<file path="config.mk">
export PLATFORM = sky130hd
export DESIGN_NAME = spi_tx_arbiter
export DESIGN_NICKNAME = d
export VERILOG_FILES = /design/src/rtl/spi_pkg.sv /design/src/rtl/spi_tx_arbiter_rr_pick.sv /design/src/rtl/spi_tx_arbiter.sv
export SDC_FILE = /design/constraint.sdc
export NUM_CORES = 1
export LEC_CHECK = 0
export ABC_AREA = 1
export CELL_PAD_IN_SITES_DETAIL_PLACEMENT = 0
export CELL_PAD_IN_SITES_GLOBAL_PLACEMENT = 1
export CORE_MARGIN = 2
export CORE_UTILIZATION = 31
export CTS_BUF_LIST = sky130_fd_sc_hd__clkbuf_4
export CTS_CLUSTER_SIZE = 10
export DETAILED_ROUTE_END_ITERATION = 7
export PLACE_DENSITY_LB_ADDON = 0.2
export SLEW_MARGIN = 20
export SYNTH_ARGS = -nofsm -noshare
export SYNTH_HDL_FRONTEND = slang
export SYNTH_SLANG_ARGS = --single-unit
export TNS_END_PERCENT = 10
</file>
<file path="constraint.sdc">
create_clock -name clk -period 2.3 [get_ports clk]
set_input_delay 0.23 -clock clk [delete_from_list [all_inputs] [get_ports clk]]
set_output_delay 0.23 -clock clk [all_outputs]
set_load 0.01 [all_outputs]
</file>
<file path="src/rtl/spi_pkg.sv">
`default_nettype none
// ----------------------------------------------------------------------------
// spi_pkg : shared frame width, timing defaults and FSM encoding for spi_tx_arbiter
// rev 1.0
// ----------------------------------------------------------------------------
package spi_pkg;

  localparam int SPI_LEN     = 8;
  localparam int GAP_DEFAULT = 4;
  localparam int TMO_DEFAULT = 64;
  localparam int CNT_W       = 8;

  typedef enum logic [2:0] {
    ST_IDLE      = 3'd0,
    ST_LAUNCH    = 3'd1,
    ST_WAIT_BUSY = 3'd2,
    ST_WAIT_DONE = 3'd3,
    ST_GAP       = 3'd4
  } state_t;

endpackage
`default_nettype wire

</file>
<file path="src/rtl/spi_tx_arbiter_rr_pick.sv">
`default_nettype none
// ----------------------------------------------------------------------------
// rr_pick : combinational round-robin picker, search begins just after last_i
// rev 1.0
// ----------------------------------------------------------------------------
module rr_pick #(
  parameter int NREQ = 4,
  parameter int IDXW = 2
) (
  input  logic [NREQ-1:0] req_i,
  input  logic [IDXW-1:0] last_i,
  output logic [NREQ-1:0] winner_o,
  output logic [IDXW-1:0] idx_o,
  output logic            valid_o
);

  logic [IDXW-1:0] pos;

  // Walk from the farthest offset down to the nearest so the closest hit wins.
  always_comb begin
    winner_o = '0;
    idx_o    = '0;
    valid_o  = 1'b0;
    pos      = '0;
    for (int k = NREQ; k >= 1; k--) begin
      pos = IDXW'((int'(last_i) + k) % NREQ);
      if (req_i[pos]) begin
        winner_o      = '0;
        winner_o[pos] = 1'b1;
        idx_o         = pos;
        valid_o       = 1'b1;
      end
    end
  end

endmodule
`default_nettype wire

</file>
<file path="src/rtl/spi_tx_arbiter.sv">
`default_nettype none
// ----------------------------------------------------------------------------
// spi_tx_arbiter : round-robin arbiter sharing one SPI serializer among NREQ requesters
// rev 1.0
// ----------------------------------------------------------------------------
module spi_tx_arbiter #(
  parameter int SPI_LEN = spi_pkg::SPI_LEN,
  parameter int NREQ    = 4,
  parameter int GAP     = spi_pkg::GAP_DEFAULT,
  parameter int TMO     = spi_pkg::TMO_DEFAULT
) (
  input  logic                    clk,
  input  logic                    rst,
  input  logic [NREQ-1:0]         req,
  input  logic [NREQ*SPI_LEN-1:0] req_data,
  output logic [NREQ-1:0]         ack,
  output logic [NREQ-1:0]         err,
  output logic [NREQ-1:0]         grant,
  output logic                    spi_en,
  output logic [SPI_LEN-1:0]      spi_data,
  input  logic                    spi_sync_n
);
  import spi_pkg::*;

  localparam int IDXW = $clog2(NREQ);

  state_t               state_q;
  logic [CNT_W-1:0]     wait_cnt_q;
  logic [3:0]           gap_cnt_q;
  logic [IDXW-1:0]      last_q;
  logic [NREQ-1:0]      grant_q;
  logic [NREQ-1:0]      ack_q;
  logic [NREQ-1:0]      err_q;
  logic                 spi_en_q;
  logic [SPI_LEN-1:0]   spi_data_q;

  logic [NREQ-1:0]      pick_win;
  logic [IDXW-1:0]      pick_idx;
  logic                 pick_valid;
  logic                 wait_expired;
  logic                 gap_done;
  logic [CNT_W-1:0]     wait_cnt_inc;
  logic [SPI_LEN-1:0]   pick_frame;

  rr_pick #(
    .NREQ (NREQ),
    .IDXW (IDXW)
  ) u_rr_pick (
    .req_i    (req),
    .last_i   (last_q),
    .winner_o (pick_win),
    .idx_o    (pick_idx),
    .valid_o  (pick_valid)
  );

  // The wait counter reaching TMO-1 means TMO full cycles were spent waiting.
  assign wait_expired = (wait_cnt_q == CNT_W'(TMO - 1));
  assign wait_cnt_inc = (wait_cnt_q >= CNT_W'(TMO)) ? wait_cnt_q : wait_cnt_q + 1'b1;
  assign gap_done     = (gap_cnt_q == 4'(GAP - 1));
  assign pick_frame   = req_data[int'(pick_idx)*SPI_LEN +: SPI_LEN];

  always_ff @(posedge clk) begin
    if (rst) begin
      state_q    <= ST_IDLE;
      wait_cnt_q <= '0;
      gap_cnt_q  <= '0;
      last_q     <= IDXW'(NREQ - 1);
      grant_q    <= '0;
      ack_q      <= '0;
      err_q      <= '0;
      spi_en_q   <= 1'b0;
      spi_data_q <= '0;
    end else begin
      ack_q <= '0;
      err_q <= '0;
      case (state_q)
        ST_IDLE: begin
          if (pick_valid) begin
            spi_data_q <= pick_frame;
            grant_q    <= pick_win;
            last_q     <= pick_idx;
            spi_en_q   <= 1'b1;
            state_q    <= ST_LAUNCH;
          end
        end
        ST_LAUNCH: begin
          spi_en_q   <= 1'b0;
          wait_cnt_q <= '0;
          state_q    <= ST_WAIT_BUSY;
        end
        ST_WAIT_BUSY: begin
          if (!spi_sync_n) begin
            wait_cnt_q <= '0;
            state_q    <= ST_WAIT_DONE;
          end else if (wait_expired) begin
            err_q     <= grant_q;
            grant_q   <= '0;
            gap_cnt_q <= '0;
            state_q   <= ST_GAP;
          end else begin
            wait_cnt_q <= wait_cnt_inc;
          end
        end
        ST_WAIT_DONE: begin
          if (spi_sync_n) begin
            ack_q     <= grant_q;
            grant_q   <= '0;
            gap_cnt_q <= '0;
            state_q   <= ST_GAP;
          end else if (wait_expired) begin
            err_q     <= grant_q;
            grant_q   <= '0;
            gap_cnt_q <= '0;
            state_q   <= ST_GAP;
          end else begin
            wait_cnt_q <= wait_cnt_inc;
          end
        end
        ST_GAP: begin
          if (gap_done) begin
            state_q <= ST_IDLE;
          end else begin
            gap_cnt_q <= gap_cnt_q + 1'b1;
          end
        end
        default: state_q <= ST_IDLE;
      endcase
    end
  end

  assign ack      = ack_q;
  assign err      = err_q;
  assign grant    = grant_q;
  assign spi_en   = spi_en_q;
  assign spi_data = spi_data_q;

endmodule
`default_nettype wire
</file>
======== Word level (Yosys, flattened, before mapping) ========
Cells that the tools add are included.
word-level totals
  bits in registers ....................... 38
operators by class
  mux-type cells .......................... 55
  shift operators ......................... 1
  $add $sub $neg .......................... 6
  magnitude comparators ................... 9
  reductions and logical operators ........ 16
  bitwise logic cells ..................... 2
  equal/unequal tests ..................... 11
operators by type and width
  operator               number
  $mux W4                15
  $mux W8                4
  $shiftx A32 B6 Y8      1
  $pmux W4 S3            2
  $pmux W8 S3            1
  $mux W3                5
  $pmux W3 S5            1
  $mux W1                13
  $lt A2 B3 Y1 const B   4
  $ne A2 B2 Y1 const B   5
  $reduce_bool A3 Y1     3
  $add A8 B1 Y8 const B  1
  $bmux W1 S2            4
  $demux W1 S2           4
  $eq A8 B6 Y1 const B   1
  $ge A2 B1 Y1 const B   4
  $ge A8 B7 Y1 const B   1
  $mux W2                4
  $pmux W4 S2            1
  $reduce_and A2 Y1      4
  $eq A3 B2 Y1 const B   2
  $reduce_and A3 Y1      2
  $add A2 B1 Y2 const B  2
  $add A2 B2 Y2 const B  2
  10 further kinds       14

======== Longest topological paths before layout ========
  depth in word-level cells ............... 11
  gate-level depth with buffers ........... 15

======== Hierarchy ========
Synthesis repeated with hierarchy kept, for this count alone.
unflattened totals
  cell total of the unflattened synthesis .. 350
  area total of the unflattened synthesis .. 2255.9 um2
by module, submodules not included
  module          sequential area each (um2)  area each (um2)  cells an instance  times used
  spi_tx_arbiter  760.7                       1775.5           262                1
  rr_pick         0.0                         480.5            88                 1

======== Worst setup path before layout ========
No wires, ideal clock.
  kind .................................... flip-flop to flip-flop
  start ................................... register last_q[0]
  end ..................................... register spi_data_q[0] (netlist: spi_data[0])
  data arrival time ....................... 2.088 ns
  required time ........................... 2.186 ns
  setup time .............................. 0.114 ns
  cell stages (with the launch flop) ...... 16
  period minus slack after synthesis ...... 2.202 ns
  slack ................................... 0.098 ns
  cells stage by stage .................... dfxtp_1 inv_2 ha_1 inv_1 nand3_1 nand2_2 nand2_1 nand2_1 nand2_2 nand2_4 inv_2 buf_6 nand2_1 nand2_1 a21oi_1 nor2_1
between the ends
  cells in the longest elaborated chain, start to end .. 8
ends and longest elaborated chain
  element                                                        line                          text
  start, declared                                                spi_tx_arbiter.sv:30          logic [IDXW-1:0] last_q;
  start signal, assigned                                         spi_tx_arbiter.sv:67          last_q <= IDXW'(NREQ - 1);
  start signal, assigned                                         spi_tx_arbiter.sv:81          last_q <= pick_idx;
  $add A2 B1 Y2                                                  spi_tx_arbiter_rr_pick.sv:26  pos = IDXW'((int'(last_i) + k) % NREQ);
  $bmux W1 S2                                                    spi_tx_arbiter_rr_pick.sv:27  if (req_i[pos]) begin
  $mux W1 (implied by the code)                                  spi_tx_arbiter_rr_pick.sv:27
  $mux W2 / $mux W1 (equally long branches) (4 in series)        spi_tx_arbiter_rr_pick.sv:27
  $shiftx A32 B6 Y8 / $reduce_and A2 Y1 (equally long branches)  -
  end signal, assigned                                           spi_tx_arbiter.sv:79          spi_data_q <= pick_frame;
  end, declared                                                  spi_tx_arbiter.sv:35          logic [SPI_LEN-1:0] spi_data_q;
Several ways; a longest one is shown, not always the timed one. The select of a mux whose other input is x is not followed.
A chain may end at the register's enable or synchronous reset.

======== Worst setup path after layout ========
  start ................................... register last_q[0]
  end ..................................... register grant_q[0] (netlist: grant[0])
between the ends
  cells in the longest elaborated chain, start to end .. 11
ends and longest elaborated chain
  element                                                                    line                          text
  $add A2 B1 Y2                                                              spi_tx_arbiter_rr_pick.sv:26
  $lt A2 B3 Y1 (implied by the code) / $ge A2 B1 Y1 (equally long branches)  spi_tx_arbiter_rr_pick.sv:29  winner_o[pos] = 1'b1;
  $logic_and A1 B1 Y1 (implied by the code)                                  spi_tx_arbiter_rr_pick.sv:29
  $mux W1 (implied by the code)                                              spi_tx_arbiter_rr_pick.sv:29
  $demux W1 S2                                                               -
  $mux W4 (4 in series)                                                      spi_tx_arbiter_rr_pick.sv:27
  $mux W4                                                                    spi_tx_arbiter.sv:78          if (pick_valid) begin
  $pmux W4 S3                                                                spi_tx_arbiter.sv:76          case (state_q)
  end signal, assigned                                                       spi_tx_arbiter.sv:80          grant_q <= pick_win;
  end, declared                                                              spi_tx_arbiter.sv:31          logic [NREQ-1:0] grant_q;
Several ways; a longest one is shown, not always the timed one. The select of a mux whose other input is x is not followed.

==> results by stage <==
Run status:
- The flow ran to the end, and the final reports show no timing, DRC or antenna violations.

Synthesis:
- The sequential area share after synthesis is 32.4%.
- The register bit total from synthesis is 38.
- The Yosys step of the flow raised 0 warnings.
- Dividing the synthesized area by the synthesized cell count gives 6.36 sq um.
- The fraction of post-synthesis cell area in the top cell type by area is 32.4%.
- The most used flip-flop cell after synthesis is sky130_fd_sc_hd__dfxtp_1.
- The synthesized net count is 418.
- The number of cells produced by synthesis is 369.
- The largest area contributor in the synthesized netlist is sky130_fd_sc_hd__dfxtp_1.
- After synthesis, the most frequently instantiated cells are sky130_fd_sc_hd__nand2_1 (92), sky130_fd_sc_hd__inv_1 (52), sky130_fd_sc_hd__nor2_1 (52), sky130_fd_sc_hd__dfxtp_1 (38), sky130_fd_sc_hd__nand3_1 (34).
- By instance count, the leading cell after synthesis is sky130_fd_sc_hd__nand2_1.
- The post-synthesis instance area is 0.00235 sq mm.
- The proportion of register bits with asynchronous set or reset after synthesis is 0%.
- Yosys attributes the largest share of cell area to sky130_fd_sc_hd__dfxtp_1 (32%), sky130_fd_sc_hd__nand2_1 (15%), sky130_fd_sc_hd__inv_1 (8.3%), sky130_fd_sc_hd__nor2_1 (8.3%), sky130_fd_sc_hd__nand3_1 (7.3%).
- The number of library cell types mapped by synthesis is 28.
- Yosys mapped a number of flops with a built-in enable equal to 0.

Worst setup path:
- Walking the worst path, the cells encountered are inv_2, ha_1, inv_2, nand3_1, o21ai_4, nand2_2, o21ai_4, nand2_2, inv_1, a21oi_1, a21oi_1.
- For the worst setup path, the data arrival time is 2.36 ns.
- The critical path launch point type is a register.
- The library cell contributing the largest single delay on the critical path is sky130_fd_sc_hd__dfxtp_1.
- STA classifies the critical path endpoint as a register.
- In this run the register-to-register setup slack is 0.21 ns.
- For the worst setup path, the data required time is 2.56 ns.
- The number of buffers and inverters on the critical path is 3.
- On the critical path the largest part of the delay comes from compound AO/OA/AOI/OAI gates.
- The type of the worst setup path is reg -> reg.
- The largest incremental delay on the critical path is 0.36 ns.
- The worst-path maximum fanout is 7.

Global route:
- The number of antenna violations at the first check in global routing is 0.
- The first-pass GRT wire length is 10.4 mm.
- After global routing the overflow that remains totals 0.
- Global routing used 15.1% of the available tracks.
- Entering global routing, the biggest net connects 24 pins.
- The number of global-route vias before repair came to 2341.

Placed design:
- Input and output buffers added on the ports amount to 59.
- The worst setup slack before clock tree synthesis is 0.145 ns.
- At the end of routability-driven placement, the weighted congestion stood at 0.876.
- The wire-length estimate of the detail-placed layout is 4.65 mm.
- The number of placed instances, taps included, is 530.

Floorplanning:
- The overall die area is 0.00828 sq mm.
- The number of placement rows is 31.
- The die width is 91.0 microns.
- The die is 91.0 microns tall.
- For this configuration, the core starts out at a cell density of 32.2%.
- The core footprint is 0.00729 sq mm.
- The I/O pin total is 60.

CTS:
- The total clock buffers created by CTS is 5.
- For this design, the CTS-stage hold fixing added 0 buffers.
- In this run the clock root is driven by a sky130_fd_sc_hd__clkbuf_4.
- The TritonCTS clock tree is done.
- After clock tree synthesis, the clock-pin slew on the worst setup and hold paths is 0.12 ns.
- The clock passes through at most 2 buffers.
- CTS saw 38 sinks.
- The H-tree was split into 2 levels.
- The later-pin clock latency in the skew report is 0.34 ns.

STA:
- Setup violations remaining at the end of the flow were counted as 0.
- At the pin with the least slew margin, the transition time is 0.328 ns.
- The hold violation count in the final report was 0.
- The upper clock frequency limit is 0.478 GHz.
- In the final timing run, aggregate negative setup slack is 0 ns.
- Headroom to the max-slew limit came out at 78.0%.
- Hold is met by 0.432 ns.
- Setup repair after global routing left no endpoint under its margin.
- The final critical-path share of the clock period is 91.1%.
- The setup clock skew after layout is 0.0136 ns.
- The worst path meets setup with 0.206 ns of slack.
- Subtracting the final worst setup slack from the clock period gives 2.09 ns.
- The number of pins with negative max-slew slack in the final report is 0.

Finish:
- The repair_antennas step left the layout with diodes totalling 0.
- In the final layout, the share of cells above drive strength 1 is 8.90%.
- The area overhead of the layout relative to synthesis is 33.7%.
- The number of nets at the end of the flow is 488.
- The filler-free cell count of the finished design is 537.
- The register area is 761 sq um.
- The number of filler cells placed in the layout is 788.
- The final core utilization is 43.0%.
- The area occupied by multi-input gates is 0.00133 sq mm.

Pwr:
- VDD sags by at most 0.000544 V.
- For this design the static power due to leakage is 1.45 nW.
- For this design the ratio of total power to cell area is 1150 mW/mm^2.

Min path:
- The worst hold path belongs to the class reg -> reg.

Detailed routing:
- The remaining design rule violation count is 0.
- The first routing iteration left 65 violations.
- For this run, the detailed router's first-pass iteration total came to 4.
- The via count normalized by instance count is 4.51.
- The via total after detailed routing is 2423.
- The post-route antenna net violation count is 0.
- After detailed routing, the average wire length per cell comes to 11.1 microns.
- The detailed-route wire length is 5.94 mm.

Flow run:
- The number of max-capacitance violations reported is 0.
==> report_power, final <==
group | internal, mW | switching, mW
registers | 0.790 | 0.0841
logic | 0.934 | 1.49
clock network | 0.105 | 0.211
==> cell families after synthesis <==
| logic type | after synthesis | share of synthesized area (%) |
|---|---|---|
| compound gates | 54 | 13.5 |
| xor+xnor | 2 | 0.747 |
| buf+inv | 62 | 10.9 |
| fa+ha+maj | 10 | 5.33 |
| simple gates | 203 | 37.1 |
| flops | 38 | 32.4 |
==> worst register-to-register path, delay by kind of cell (launching register included) <==
family,cells,cell delay [ns]
fa+ha+maj,1,0.34
buf+inv,3,0.27
flops,1,0.36
compound gates,4,0.63
simple gates,3,0.41
==> placed cells by master, fill, tap and decap left out, types with 2 or more instances in the layout <==
cell type and count:
sky130_fd_sc_hd__a21oi_1 23, sky130_fd_sc_hd__o21ai_0 19, sky130_fd_sc_hd__clkbuf_4 5, sky130_fd_sc_hd__ha_1 10, sky130_fd_sc_hd__inv_2 4, sky130_fd_sc_hd__a22oi_1 2, sky130_fd_sc_hd__nand3_1 34, sky130_fd_sc_hd__nand3_2 2
sky130_fd_sc_hd__a211oi_1 2, sky130_fd_sc_hd__nand2_1 92, sky130_fd_sc_hd__nor2_1 51, sky130_fd_sc_hd__dfxtp_1 38, sky130_fd_sc_hd__clkdlybuf4s50_1 59, sky130_fd_sc_hd__nor3_1 8, sky130_fd_sc_hd__inv_1 51, sky130_fd_sc_hd__nand2_2 11
sky130_fd_sc_hd__a31oi_1 2, sky130_fd_sc_hd__o21ai_4 2, sky130_fd_sc_hd__buf_4 10
==> metrics by stage <==
stage	total power [mW]	area [sq um]
detailed placement	3.30	3080
global route	4.03	3140
finish	3.62	3140
global placement	3.30	3080
floorplan	2.63	2350
CTS	3.63	3120
==> per-layer routing <==
metal / track usage (%) / share of wire, % / up-vias
li1: - / - / 1316
met1: 18.4 / 46 / 1050
met2: 27.3 / 48 / 55
met3: 2.99 / 4.5 / 2
met4: 3.79 / 0.71 / 0
met5: 0 / 0 / -
==> layout make-up <==
cell class / count / share of cell area (%)
multi-input cells: 269 / 42.5
flip-flops and latches: 38 / 24.3
repair buffers: 69 / 21.2
inverters: 56 / 6.78
well taps: 99 / 3.95
clock buffers: 5 / 1.20
clock inverters: 1 / 0.120
==> flip-flops by register name (all words and copies together), names as in the netlist <==
register    count
last_q          2
wait_cnt_q      8
grant           4
state_q         3
spi_en          1
err             4
spi_data        8
ack             4
gap_cnt_q       4
==> timing repair <==
| item | CTS | global route |
|---|---|---|
| buffers inserted | 0 | 1 |
| gates resized for setup | 0 | 3 |
| endpoints found under the setup margin | 0 | 8 |
==> path summary, 6_finish.rpt <==
kind,to,cells after the start,start
max,grant[0],11,last_q[0]
min,wait_cnt_q[6],2,wait_cnt_q[6]
max reg2reg,grant[0],11,last_q[0]
min reg2reg,wait_cnt_q[6],2,wait_cnt_q[6]
Power figures use the tool's default switching activity.
